`config.mk`:
```
export PLATFORM = sky130hd
export DESIGN_NAME = alu_share_arbiter
export DESIGN_NICKNAME = d
export VERILOG_FILES = /design/src/rtl/alu_share_arbiter.sv
export SDC_FILE = /design/constraint.sdc
export NUM_CORES = 1
export LEC_CHECK = 0
export BUFFER_PORTS_ARGS = -buffer_cell sky130_fd_sc_hd__clkbuf_2
export CORE_MARGIN = 5
export CORE_UTILIZATION = 40
export CTS_BUF_LIST = sky130_fd_sc_hd__clkbuf_8
export CTS_CLUSTER_SIZE = 14
export DETAILED_ROUTE_END_ITERATION = 10
export MAX_ROUTING_LAYER = met4
export PLACE_DENSITY_LB_ADDON = 0.15
export SETUP_SLACK_MARGIN = 0.4
export SYNTH_ARGS = -nofsm -noshare
export SYNTH_HDL_FRONTEND = slang
export SYNTH_SLANG_ARGS = --single-unit
```
`constraint.sdc`:
```
create_clock -name clk -period 1.5 [get_ports clk]
set_clock_uncertainty 0.05 [all_clocks]
set_input_delay 0.15 -clock clk [delete_from_list [all_inputs] [get_ports clk]]
set_output_delay 0.15 -clock clk [all_outputs]
set_load 0.01 [all_outputs]
```
`src/rtl/alu_share_arbiter.sv`:
```
// Round-robin arbiter sharing one combinational ALU between NREQ requesters.
// Registered operands drive the ALU; its result is captured into a response register.
module alu_share_arbiter #(
    parameter int DATA_W = 32,
    parameter int OP_W   = 4,
    parameter int NREQ   = 2
) (
    input  logic                   clk,
    input  logic                   rst_n,
    input  logic [NREQ-1:0]        req_valid,
    output logic [NREQ-1:0]        req_ready,
    input  logic [NREQ*DATA_W-1:0] req_a,
    input  logic [NREQ*DATA_W-1:0] req_b,
    input  logic [NREQ*OP_W-1:0]   req_op,
    output logic [NREQ-1:0]        rsp_valid,
    input  logic [NREQ-1:0]        rsp_ready,
    output logic [DATA_W-1:0]      rsp_data,
    output logic [DATA_W-1:0]      alu_a,
    output logic [DATA_W-1:0]      alu_b,
    output logic [OP_W-1:0]        alu_op,
    input  logic [DATA_W-1:0]      alu_s,
    output logic                   busy
);

    localparam int PW = (NREQ > 1) ? $clog2(NREQ) : 1;

    typedef enum logic [1:0] {
        IDLE,
        EXEC,
        RESP
    } state_t;

    state_t            state;
    logic [PW-1:0]     rr_ptr;
    logic [PW-1:0]     owner;
    logic [PW-1:0]     win;
    logic [PW-1:0]     idx;
    logic              any_valid;
    logic [NREQ-1:0]   win_oh;
    logic [NREQ-1:0]   owner_oh;
    logic [DATA_W-1:0] sel_a;
    logic [DATA_W-1:0] sel_b;
    logic [OP_W-1:0]   sel_op;

    // First valid requester at or after rr_ptr, wrapping modulo NREQ.
    always_comb begin
        any_valid = 1'b0;
        win       = '0;
        idx       = '0;
        for (int k = 0; k < NREQ; k++) begin
            idx = PW'((int'(rr_ptr) + k) % NREQ);
            if (!any_valid && req_valid[idx]) begin
                any_valid = 1'b1;
                win       = idx;
            end
        end
    end

    always_comb begin
        sel_a    = '0;
        sel_b    = '0;
        sel_op   = '0;
        win_oh   = '0;
        owner_oh = '0;
        for (int i = 0; i < NREQ; i++) begin
            if (win == PW'(i)) begin
                sel_a     = req_a[i*DATA_W +: DATA_W];
                sel_b     = req_b[i*DATA_W +: DATA_W];
                sel_op    = req_op[i*OP_W +: OP_W];
                win_oh[i] = 1'b1;
            end
            if (owner == PW'(i)) begin
                owner_oh[i] = 1'b1;
            end
        end
    end

    assign req_ready = (state == IDLE && any_valid) ? win_oh : '0;
    assign busy      = (state != IDLE);

    always_ff @(posedge clk or negedge rst_n) begin
        if (!rst_n) begin
            state     <= IDLE;
            rr_ptr    <= '0;
            owner     <= '0;
            rsp_valid <= '0;
            rsp_data  <= '0;
            alu_a     <= '0;
            alu_b     <= '0;
            alu_op    <= '0;
        end else begin
            unique case (state)
                IDLE: begin
                    if (any_valid) begin
                        alu_a  <= sel_a;
                        alu_b  <= sel_b;
                        alu_op <= sel_op;
                        owner  <= win;
                        rr_ptr <= (win == PW'(NREQ - 1)) ? '0 : win + 1'b1;
                        state  <= EXEC;
                    end
                end
                EXEC: begin
                    rsp_data  <= alu_s;
                    rsp_valid <= owner_oh;
                    state     <= RESP;
                end
                RESP: begin
                    // Only the owner's rsp_ready completes the handshake.
                    if (|(rsp_ready & owner_oh)) begin
                        rsp_valid <= '0;
                        state     <= IDLE;
                    end
                end
                default: state <= IDLE;
            endcase
        end
    end

endmodule
```
==> impl_metrics.env, run 1 <==
export IMPL_syn_to_final_growth_pct=103
export IMPL_finalCritPeriodShare=1.07
export IMPL_seq_area_frac_synth=0.580
export IMPL_port_buffers=278
export IMPL_end_kind="flip-flop"
export IMPL_violations="setup timing"
export IMPL_clk_latency_ns=0.37
export IMPL_synth_most_common_cell="dfrtp_1"
export IMPL_drive_above_1_share=0.440
export IMPL_die_width_microns=117
export IMPL_numClockSinks=106
export IMPL_multiInputGateArea_sq_mm=0.00179
export IMPL_synthTopCellsByArea="dfrtp_1 (58%), a221o_1 (15%), o21a_1 (11%)"
export IMPL_worstHoldPathType="in2reg"
export IMPL_grt_pass1_vias=5984
export IMPL_max_cap_viol_count=0
export IMPL_rsz0062_at_grt="yes"
export IMPL_path_max_fanout=19
export IMPL_fin_ws_ns=-0.108
export IMPL_core_area_sq_mm=0.0113
export IMPL_drc=0
export IMPL_slew_violations=0
export IMPL_vias_per_cell=5.37
export IMPL_grt_max_degree=40
export IMPL_clkTransAtPathRegs_ns=0.09
export IMPL_grt_overflow_total=0
export IMPL_crit_arrival_ns=1.82
export IMPL_p_leak_nw=4.72
export IMPL_ys_async_sr_fraction=1.00
export IMPL_hold_violations=0
export IMPL_post_dp_hpwl_microns=10800
export IMPL_syn_nets=577
export IMPL_period_needed_ns=1.61
export IMPL_status="finished with violations"
export IMPL_seq_area_sq_mm=0.00265
export IMPL_timing_fmax_ghz=0.622
export IMPL_r2r_setup_slack_ns=-0.11
export IMPL_die_area_sq_mm=0.0137
export IMPL_critPathLaunchType="flip-flop"
export IMPL_wire_per_inst_microns=20.5
export IMPL_synth_top_area_frac=0.580
export IMPL_synth_seq_cells=106
export IMPL_start_util=0.404
export IMPL_ios=279
export IMPL_nFillCells=595
export IMPL_ys_types=21
export IMPL_cts_max_level=3
export IMPL_worst_pin_slew_ns=0.370
export IMPL_numCtsBuffers=9
export IMPL_ir_drop_mv=1.25
export IMPL_crit_type="reg2reg"
export IMPL_synth_warnings=0
export IMPL_track_usage=0.299
export IMPL_dp_worst_setup_slack_ns=0.0429
export IMPL_drt_wl_total_microns=21900
export IMPL_nNetsFinal=1093
export IMPL_powerDensity_mw_per_mm2=1870
export IMPL_syn_mean_instance_area_sq_um=11.3
export IMPL_cts_tree="built"
export IMPL_firstDrtPassIters=5
export IMPL_drt_initial_drc_count=374
export IMPL_antenna_found_initial=1
export IMPL_cp_required_ns=1.71
export IMPL_die_h_microns=117
export IMPL_relSlewSlack=0.753
export IMPL_whs_path_depth=3
export IMPL_setup_viol=58
export IMPL_synth_edff_count=0
export IMPL_drtAntennaViolNets=0
export IMPL_rows=39
export IMPL_gp_congestion=0.820
export IMPL_synth_top_cell_by_area="dfrtp_1"
export IMPL_synth_top_flop_cell="dfrtp_1"
export IMPL_synth_common_cells="dfrtp_1 (106), nand2_1 (99), a221o_1 (68), o21a_1 (68), clkbuf_1 (21)"
export IMPL_syn_inst=403
export IMPL_reg2reg_depth=5
export IMPL_setup_tns_final_ns=-2.26
export IMPL_root_buffer="clkbuf_8"
export IMPL_cts_path_max_buffers=2
export IMPL_vias=5725
export IMPL_p_total_mw=17.4
export IMPL_grt_pass1_wl_microns=30400
export IMPL_synthesis_area_sq_mm=0.00457
[flip-flops by register name (all words and copies together), names as in the netlist]
register,flops
alu_a,32
alu_b,32
rsp_data,32
alu_op,4
rsp_valid,2
state,2
owner,1
rr_ptr,1
[final cells by class]
class,count,area share
sequential,106,0.286
clock buffer,11,0.0163
multi-input combinational,257,0.193
antenna,2,0.000540
inverter,2,0.000810
tap,143,0.0193
clock inverter,3,0.00446
timing repair buffer,543,0.479
[worst paths after layout]
check | from | to
setup / recovery | state[0] | alu_a[4]
hold / removal | rsp_ready[0] | state[1]
setup reg to reg | state[0] | alu_a[4]
hold reg to reg | rsp_data[29] | rsp_data[29]
max in group asynchronous | rst_n | rsp_data[24]
min in group asynchronous | rst_n | rsp_data[20]
[per-layer routing]
layer,GRT usage,share of wire
met1,0.325,0.35
met2,0.511,0.51
met3,0.0586,0.083
met4,0.171,0.055
met5,-,0
[worst max-delay path, stage by stage (launching register included)]
cell       delay, ns
dfrtp_1         0.42
nor2_4          0.15
inv_2           0.09
bufbuf_16       0.30
o21a_1          0.20
a221o_1         0.27
[kinds of logic after synthesis]
family / count (synthesis) / share of synthesized area
flip-flops: 106 / 0.580
AND/OR/NAND/NOR: 112 / 0.0986
buffers and inverters: 40 / 0.0485
AO/OA/AOI/OAI: 145 / 0.273
[metrics by stage]
stage               hold WS [ns]  cell area, sq um   util  instances
CTS                        0.126              8690  0.768       1029
global placement          0.0301              6210  0.549        804
global route               0.144              9260  0.818       1067
finish                     0.142              9260  0.818       1067
detailed placement        0.0314              6210  0.549        804
floorplan                 -0.196              4710      -        403
[report_power, final]
| group | internal [mW] | switching [mW] | total [mW] |
|---|---|---|---|
| clock | 0.842 | 0.995 | 1.84 |
| combinational | 5.74 | 4.57 | 10.3 |
| sequential | 4.27 | 0.934 | 5.20 |
[timing repair]
item / in CTS / in global routing
endpoints found under the setup margin: 206 / 211
cloned: 7 / 7
setup buffers: 34 / 29
resized for setup: 25 / 88
pin swaps: 6 / 13
endpoints found under the hold margin: 207 / 0
hold buffers: 170 / 0
[cell usage in the layout, fill, tap and decap left out, types with 2 or more instances in the layout]
master | Yosys | routed
clkbuf_8 | 0 | 14
dfrtp_1 | 106 | 106
nor2b_4 | 0 | 2
buf_16 | 0 | 6
buf_12 | 0 | 15
buf_6 | 8 | 26
nand2b_1 | 3 | 2
buf_8 | 0 | 6
clkbuf_16 | 0 | 4
o21a_1 | 68 | 68
dlygate4sd3_1 | 0 | 170
buf_4 | 0 | 60
a21oi_1 | 3 | 2
and3_4 | 0 | 2
clkbuf_2 | 0 | 236
inv_1 | 1 | 2
a221o_1 | 68 | 68
nand2_2 | 0 | 6
diode_2 | 0 | 2
nand2_1 | 99 | 93
buf_2 | 9 | 16
o21ai_0 | 3 | 2
nor2_4 | 0 | 2
Note: power is estimated with default switching activity, not from simulation.
==> run 2: changes to the inputs <==
--- a/config.mk
+++ b/config.mk
@@ -11,7 +11,6 @@
 export CTS_BUF_LIST = sky130_fd_sc_hd__clkbuf_8
 export CTS_CLUSTER_SIZE = 14
 export DETAILED_ROUTE_END_ITERATION = 10
-export MAX_ROUTING_LAYER = met4
 export PLACE_DENSITY_LB_ADDON = 0.15
 export SETUP_SLACK_MARGIN = 0.4
 export SYNTH_ARGS = -nofsm -noshare
==> run 2 against run 1 <==
Compared with the run above: the run still ends with setup timing left; cell count about the same; sequential cell count unchanged; non-clock buffer count decreased by 2; global-route usage decreased by 0.88 points; critical path type unchanged; routed wire length decreased by 1.4%; clock power about the same; die area unchanged.
==> impl_metrics.env, run 2 (synthesized netlist as in run 1, its figures left out) <==
export IMPL_cts_path_max_buffers=2
export IMPL_end_kind="flip-flop"
export IMPL_ir_drop_mv=1.27
export IMPL_cp_required_ns=1.71
export IMPL_hold_violations=0
export IMPL_fin_ws_ns=-0.109
export IMPL_drtAntennaViolNets=0
export IMPL_crit_type="reg2reg"
export IMPL_setup_viol=43
export IMPL_period_needed_ns=1.61
export IMPL_numCtsBuffers=9
export IMPL_final_cell_mix="clkbuf_2 (245), dlygate4sd3_1 (170), dfrtp_1 (106), nand2_1 (93)"
export IMPL_finalCritPeriodShare=1.07
export IMPL_power_frac_seq=0.302
export IMPL_final_common_cell="clkbuf_2"
export IMPL_cpLargestDelayFamily="compound AO/OA/AOI/OAI gates"
export IMPL_timing_fmax_ghz=0.621
export IMPL_drt_initial_drc_count=362
export IMPL_grt_pass1_wl_microns=30400
export IMPL_slew_violations=0
export IMPL_root_buffer="clkbuf_8"
export IMPL_critPathLaunchType="flip-flop"
export IMPL_violations="setup timing"
export IMPL_antenna_found_initial=2
export IMPL_rsz0062_at_grt="yes"
export IMPL_swShare=0.373
export IMPL_top_regs="alu_a x32, alu_b x32, rsp_data x32"
export IMPL_p_leak_nw=4.71
export IMPL_rows=39
export IMPL_worstHoldPathType="in2reg"
export IMPL_fin_cells=1068
export IMPL_powerDensity_mw_per_mm2=1870
export IMPL_status="finished with violations"
export IMPL_placed_area_sq_mm=0.00621
export IMPL_drt_wl_total_microns=21600
export IMPL_drc=0
export IMPL_grt_max_degree=40
export IMPL_place_inst=804
export IMPL_ios=279
export IMPL_numClockSinks=106
export IMPL_cts_tree="built"
export IMPL_clk_latency_ns=0.37
export IMPL_fin_area_sq_mm=0.00925
export IMPL_firstDrtPassIters=5
export IMPL_core_area_sq_mm=0.0113
export IMPL_wire_per_inst_microns=20.2
export IMPL_cts_max_level=3
export IMPL_start_util=0.404
export IMPL_max_cap_viol_count=0
export IMPL_vias_per_cell=5.38
export IMPL_path_max_fanout=19
export IMPL_clkTransAtPathRegs_ns=0.09
export IMPL_die_h_microns=117
export IMPL_nNetsFinal=1091
export IMPL_track_usage=0.291
export IMPL_port_buffers=278
export IMPL_crit_arrival_ns=1.82
export IMPL_r2r_setup_slack_ns=-0.11
export IMPL_grt_pass1_vias=5996
export IMPL_critPathBufInv=2
export IMPL_worst_pin_slew_ns=0.374
export IMPL_critPathMaxStageDelay_ns=0.42
export IMPL_post_dp_hpwl_microns=10800
export IMPL_p_int_mw=10.8
export IMPL_grt_overflow_total=0
export IMPL_crit_chain="nor2_4, inv_2, bufbuf_16, o21a_1, a221o_1"
export IMPL_power_frac_clock=0.105
export IMPL_comb_power_share=0.594
export IMPL_vias=5747
export IMPL_drive_above_1_share=0.440
export IMPL_gp_congestion=0.808
export IMPL_relSlewSlack=0.751
export IMPL_syn_to_final_growth_pct=102
export IMPL_crit_slowest_cell="dfrtp_1"
export IMPL_die_width_microns=117
export IMPL_switching_power_mw=6.45
export IMPL_die_area_sq_mm=0.0137
==> run 2: power by group through the flow <==
stage | Sequential [mW] | Clock, mW | Combinational, mW
finish | 5.21 | 1.81 | 10.3
global route | 5.33 | 1.92 | 11.0
CTS | 5.08 | 1.83 | 8.75
detailed placement | 5.14 | 0 | 6.76
global placement | 5.12 | 0 | 6.60
floorplan | 5.67 | 0 | 3.72
==> run 2: metrics by stage <==
stage | hold slack (ns) | total power [mW] | util | TNS (ns) | setup WS (ns)
2_1_floorplan | -0.196 | 9.39 | - | 0 | 0.112
3_3_place_gp | 0.0301 | 11.7 | 0.549 | 0 | 0.0816
3_5_place_dp | 0.0314 | 11.9 | 0.549 | 0 | 0.0429
4_1_cts | 0.126 | 15.7 | 0.768 | -1.94 | -0.0906
5_1_grt | 0.141 | 18.2 | 0.816 | -4.76 | -0.152
6_report | 0.138 | 17.3 | 0.817 | -1.73 | -0.109
==> run 2: tightest hold or removal path: cells and delay by family <==
family                 cells  cell delay [ns]
AO/OA/AOI/OAI              1             0.14
buffers and inverters      1             0.09
AND/OR/NAND/NOR            1             0.16
==> run 2: path summary, 6_finish.rpt <==
| path | from | to | cells past startpoint |
|---|---|---|---|
| worst max-delay path | state[0] | alu_a[4] | 5 |
| worst min register to register | rsp_data[8] | rsp_data[8] | 2 |
| worst max register to register | state[0] | alu_a[4] | 5 |
| worst min-delay path | rsp_ready[0] | state[1] | 3 |
| max in group asynchronous | rst_n | rsp_data[22] | 3 |
| min in group asynchronous | rst_n | rsp_data[11] | 2 |
==> run 2: timing repair <==
action | 4_1_cts | 5_1_grt
setup endpoints to repair | 206 | 211
cloned | 7 | 5
hold buffers | 170 | 0
endpoints found under the hold margin | 207 | 0
pin swaps | 6 | 9
resized for setup | 25 | 78
setup buffers | 34 | 29
==> run 2: cell type report <==
cell class / count / area, sq um
repair buffers: 541 / 4410
flip-flops and latches: 106 / 2650
fillers: 601 / 2070
multi-input cells: 257 / 1800
well taps: 143 / 179
clock buffers: 11 / 151
clock inverters: 3 / 41.3
diodes: 5 / 12.5
inverters: 2 / 7.51
==> run 2: per-layer routing <==
layer / track usage / up-vias / share of wire
li1: - / 2514 / -
met2: 0.510 / 372 / 0.51
met1: 0.318 / 2766 / 0.35
met3: 0.0689 / 95 / 0.084
met5: 0 / - / 0
met4: 0.174 / 0 / 0.052
==> run 3: changes to the inputs <==
==> constraint.sdc (replaced) <==
create_clock -name clk -period 2.09 [get_ports clk]
set_clock_uncertainty 0.05 [all_clocks]
set_input_delay 0.418 -clock clk [delete_from_list [all_inputs] [get_ports clk]]
set_output_delay 0.418 -clock clk [all_outputs]
set_load 0.01 [all_outputs]
==> run 3 against run 2 <==
Compared with the run above: clock-buffer cell count is the same; global-route usage shrank 6.4 points; clock power shrank 36%; via count shrank 23%; sequential power shrank 29%; power shrank 40%; largest power group unchanged; the flow now finishes without violations.
==> impl_metrics.env, run 3 (synthesized netlist as in run 1, its figures left out) <==
export IMPL_wl_met3_microns=1380
export IMPL_p_int_mw=6.37
export IMPL_power_frac_seq=0.353
export IMPL_cts_tree="built"
export IMPL_start_util=0.404
export IMPL_crit_start="state[0]"
export IMPL_dp_worst_setup_slack_ns=0.210
export IMPL_reg2reg_depth=6
export IMPL_die_width_microns=117
export IMPL_period_needed_ns=1.77
export IMPL_met2_length_microns=8000
export IMPL_grt_max_degree=47
export IMPL_regToRegStartpoint="rr_ptr"
export IMPL_vias=4443
export IMPL_wl_met1_microns=6130
export IMPL_core_area_sq_mm=0.0113
export IMPL_rr_endpoint="alu_b[1]"
export IMPL_drtAntennaViolNets=0
export IMPL_slew_violations=0
export IMPL_grt_pass1_vias=4633
export IMPL_relSlewSlack=0.530
export IMPL_numCtsBuffers=9
export IMPL_whs_path_depth=3
export IMPL_status="completed"
export IMPL_drc=0
export IMPL_highest_layer="met4"
export IMPL_final_common_cell="clkbuf_2"
export IMPL_cts_max_level=3
export IMPL_swShare=0.388
export IMPL_setup_viol=0
export IMPL_firstDrtPassIters=4
export IMPL_hold_violations=0
export IMPL_power_frac_clock=0.111
export IMPL_grt_overflow_total=0
export IMPL_crit_type="reg2out"
export IMPL_max_cap_viol_count=0
export IMPL_clk_latency_ns=0.36
export IMPL_timing_fmax_ghz=0.566
export IMPL_wire_per_inst_microns=19.0
export IMPL_numClockSinks=106
export IMPL_die_h_microns=117
export IMPL_root_buffer="clkbuf_8"
export IMPL_worst_pin_slew_ns=0.704
export IMPL_powerDensity_mw_per_mm2=1560
export IMPL_setup_tns_final_ns=0
export IMPL_p_leak_nw=3.56
export IMPL_clkTransAtPathRegs_ns=0.10
export IMPL_gp_congestion=0.801
export IMPL_worstHoldPathType="in2reg"
export IMPL_drt_initial_drc_count=410
export IMPL_r2r_setup_slack_ns=0.41
export IMPL_vias_per_cell=5.33
export IMPL_switching_power_mw=4.04
export IMPL_rows=39
export IMPL_cts_path_max_buffers=2
export IMPL_ir_drop_mv=0.711
export IMPL_path_max_fanout=3
export IMPL_hold_end="rsp_data[21]"
export IMPL_top_regs="alu_a x32, alu_b x32, rsp_data x32"
export IMPL_antenna_found_initial=0
export IMPL_port_buffers=278
export IMPL_die_area_sq_mm=0.0137
export IMPL_fin_ws_ns=0.323
export IMPL_comb_power_share=0.536
export IMPL_final_cell_mix="clkbuf_2 (274), dfrtp_1 (104), nand2_1 (99), o21a_1 (68), a221o_1 (68)"
export IMPL_end_kind="output port"
export IMPL_post_dp_hpwl_microns=11100
export IMPL_critPathLaunchType="flip-flop"
export IMPL_syn_to_final_growth_pct=45.7
export IMPL_grt_pass1_wl_microns=23800
export IMPL_ios=279
export IMPL_worstHoldStart="alu_s[21]"
export IMPL_drt_wl_total_microns=15800
export IMPL_rsz0062_at_grt="yes"
export IMPL_num_antenna_cells=0
export IMPL_drive_above_1_share=0.479
export IMPL_track_usage=0.226
export IMPL_crit_arrival_ns=1.30
export IMPL_nNetsFinal=861
export IMPL_finalCritPeriodShare=0.845
export IMPL_cp_required_ns=1.62
run 3: per-layer routing:
| layer | vias to the layer above | global-route usage |
|---|---|---|
| met5 | - | 0 |
| met4 | 0 | 0.0879 |
| met3 | 24 | 0.0468 |
| met2 | 217 | 0.383 |
| met1 | 2160 | 0.285 |
| li1 | 2042 | - |
run 3: cell type report:
type	count	area, sq um
clock inverter	4	20.0
sequential	106	2660
multi-input combinational	257	1730
timing repair buffer	310	1900
inverter	2	20.0
fill	980	4660
clock buffer	11	151
tap	143	179
timing repair inverter	1	8.76
run 3: worst max-delay path by stage:
stage | to | cells past startpoint
2_1_floorplan | req_ready[1] | 4
3_3_place_gp | rsp_valid[0] | 3
3_5_place_dp | rsp_valid[0] | 3
4_1_cts | req_ready[0] | 3
5_1_grt | req_ready[0] | 3
6_report | req_ready[0] | 3
run 3: repair_timing:
| item | CTS | global route |
|---|---|---|
| buffers inserted | 10 | 1 |
| setup endpoints to repair | 102 | 50 |
| endpoints found under the hold margin | 29 | 0 |
| gates resized for setup | 22 | 8 |
| hold buffers | 1 | 0 |
| pin swaps | 3 | 45 |
| cloned | 4 | 4 |
run 3: per-stage QoR:
step	power, mW	cells	utilization	hold slack [ns]	cell area, sq um
3_5_place_dp	8.41	799	0.539	0.350	6100
2_1_floorplan	6.50	403	-	0.0724	4570
5_1_grt	11.2	834	0.588	0.186	6660
6_report	10.4	834	0.588	0.193	6660
4_1_cts	10.2	829	0.576	0.171	6520
3_3_place_gp	8.27	799	0.539	0.341	6100
run 3: power groups by stage:
stage	Sequential [mW]	Clock (mW)	Combinational, mW
floorplan	4.07	0	2.43
global placement	3.68	0	4.58
detailed placement	3.71	0	4.70
CTS	3.68	1.18	5.35
global route	3.80	1.26	6.11
finish	3.68	1.15	5.59
run 3: worst max-delay path: stages (launching register included):
cell and delay (ns):
dfrtp_2 0.43, nor2_4 0.15, and3_4 0.25, buf_6 0.11
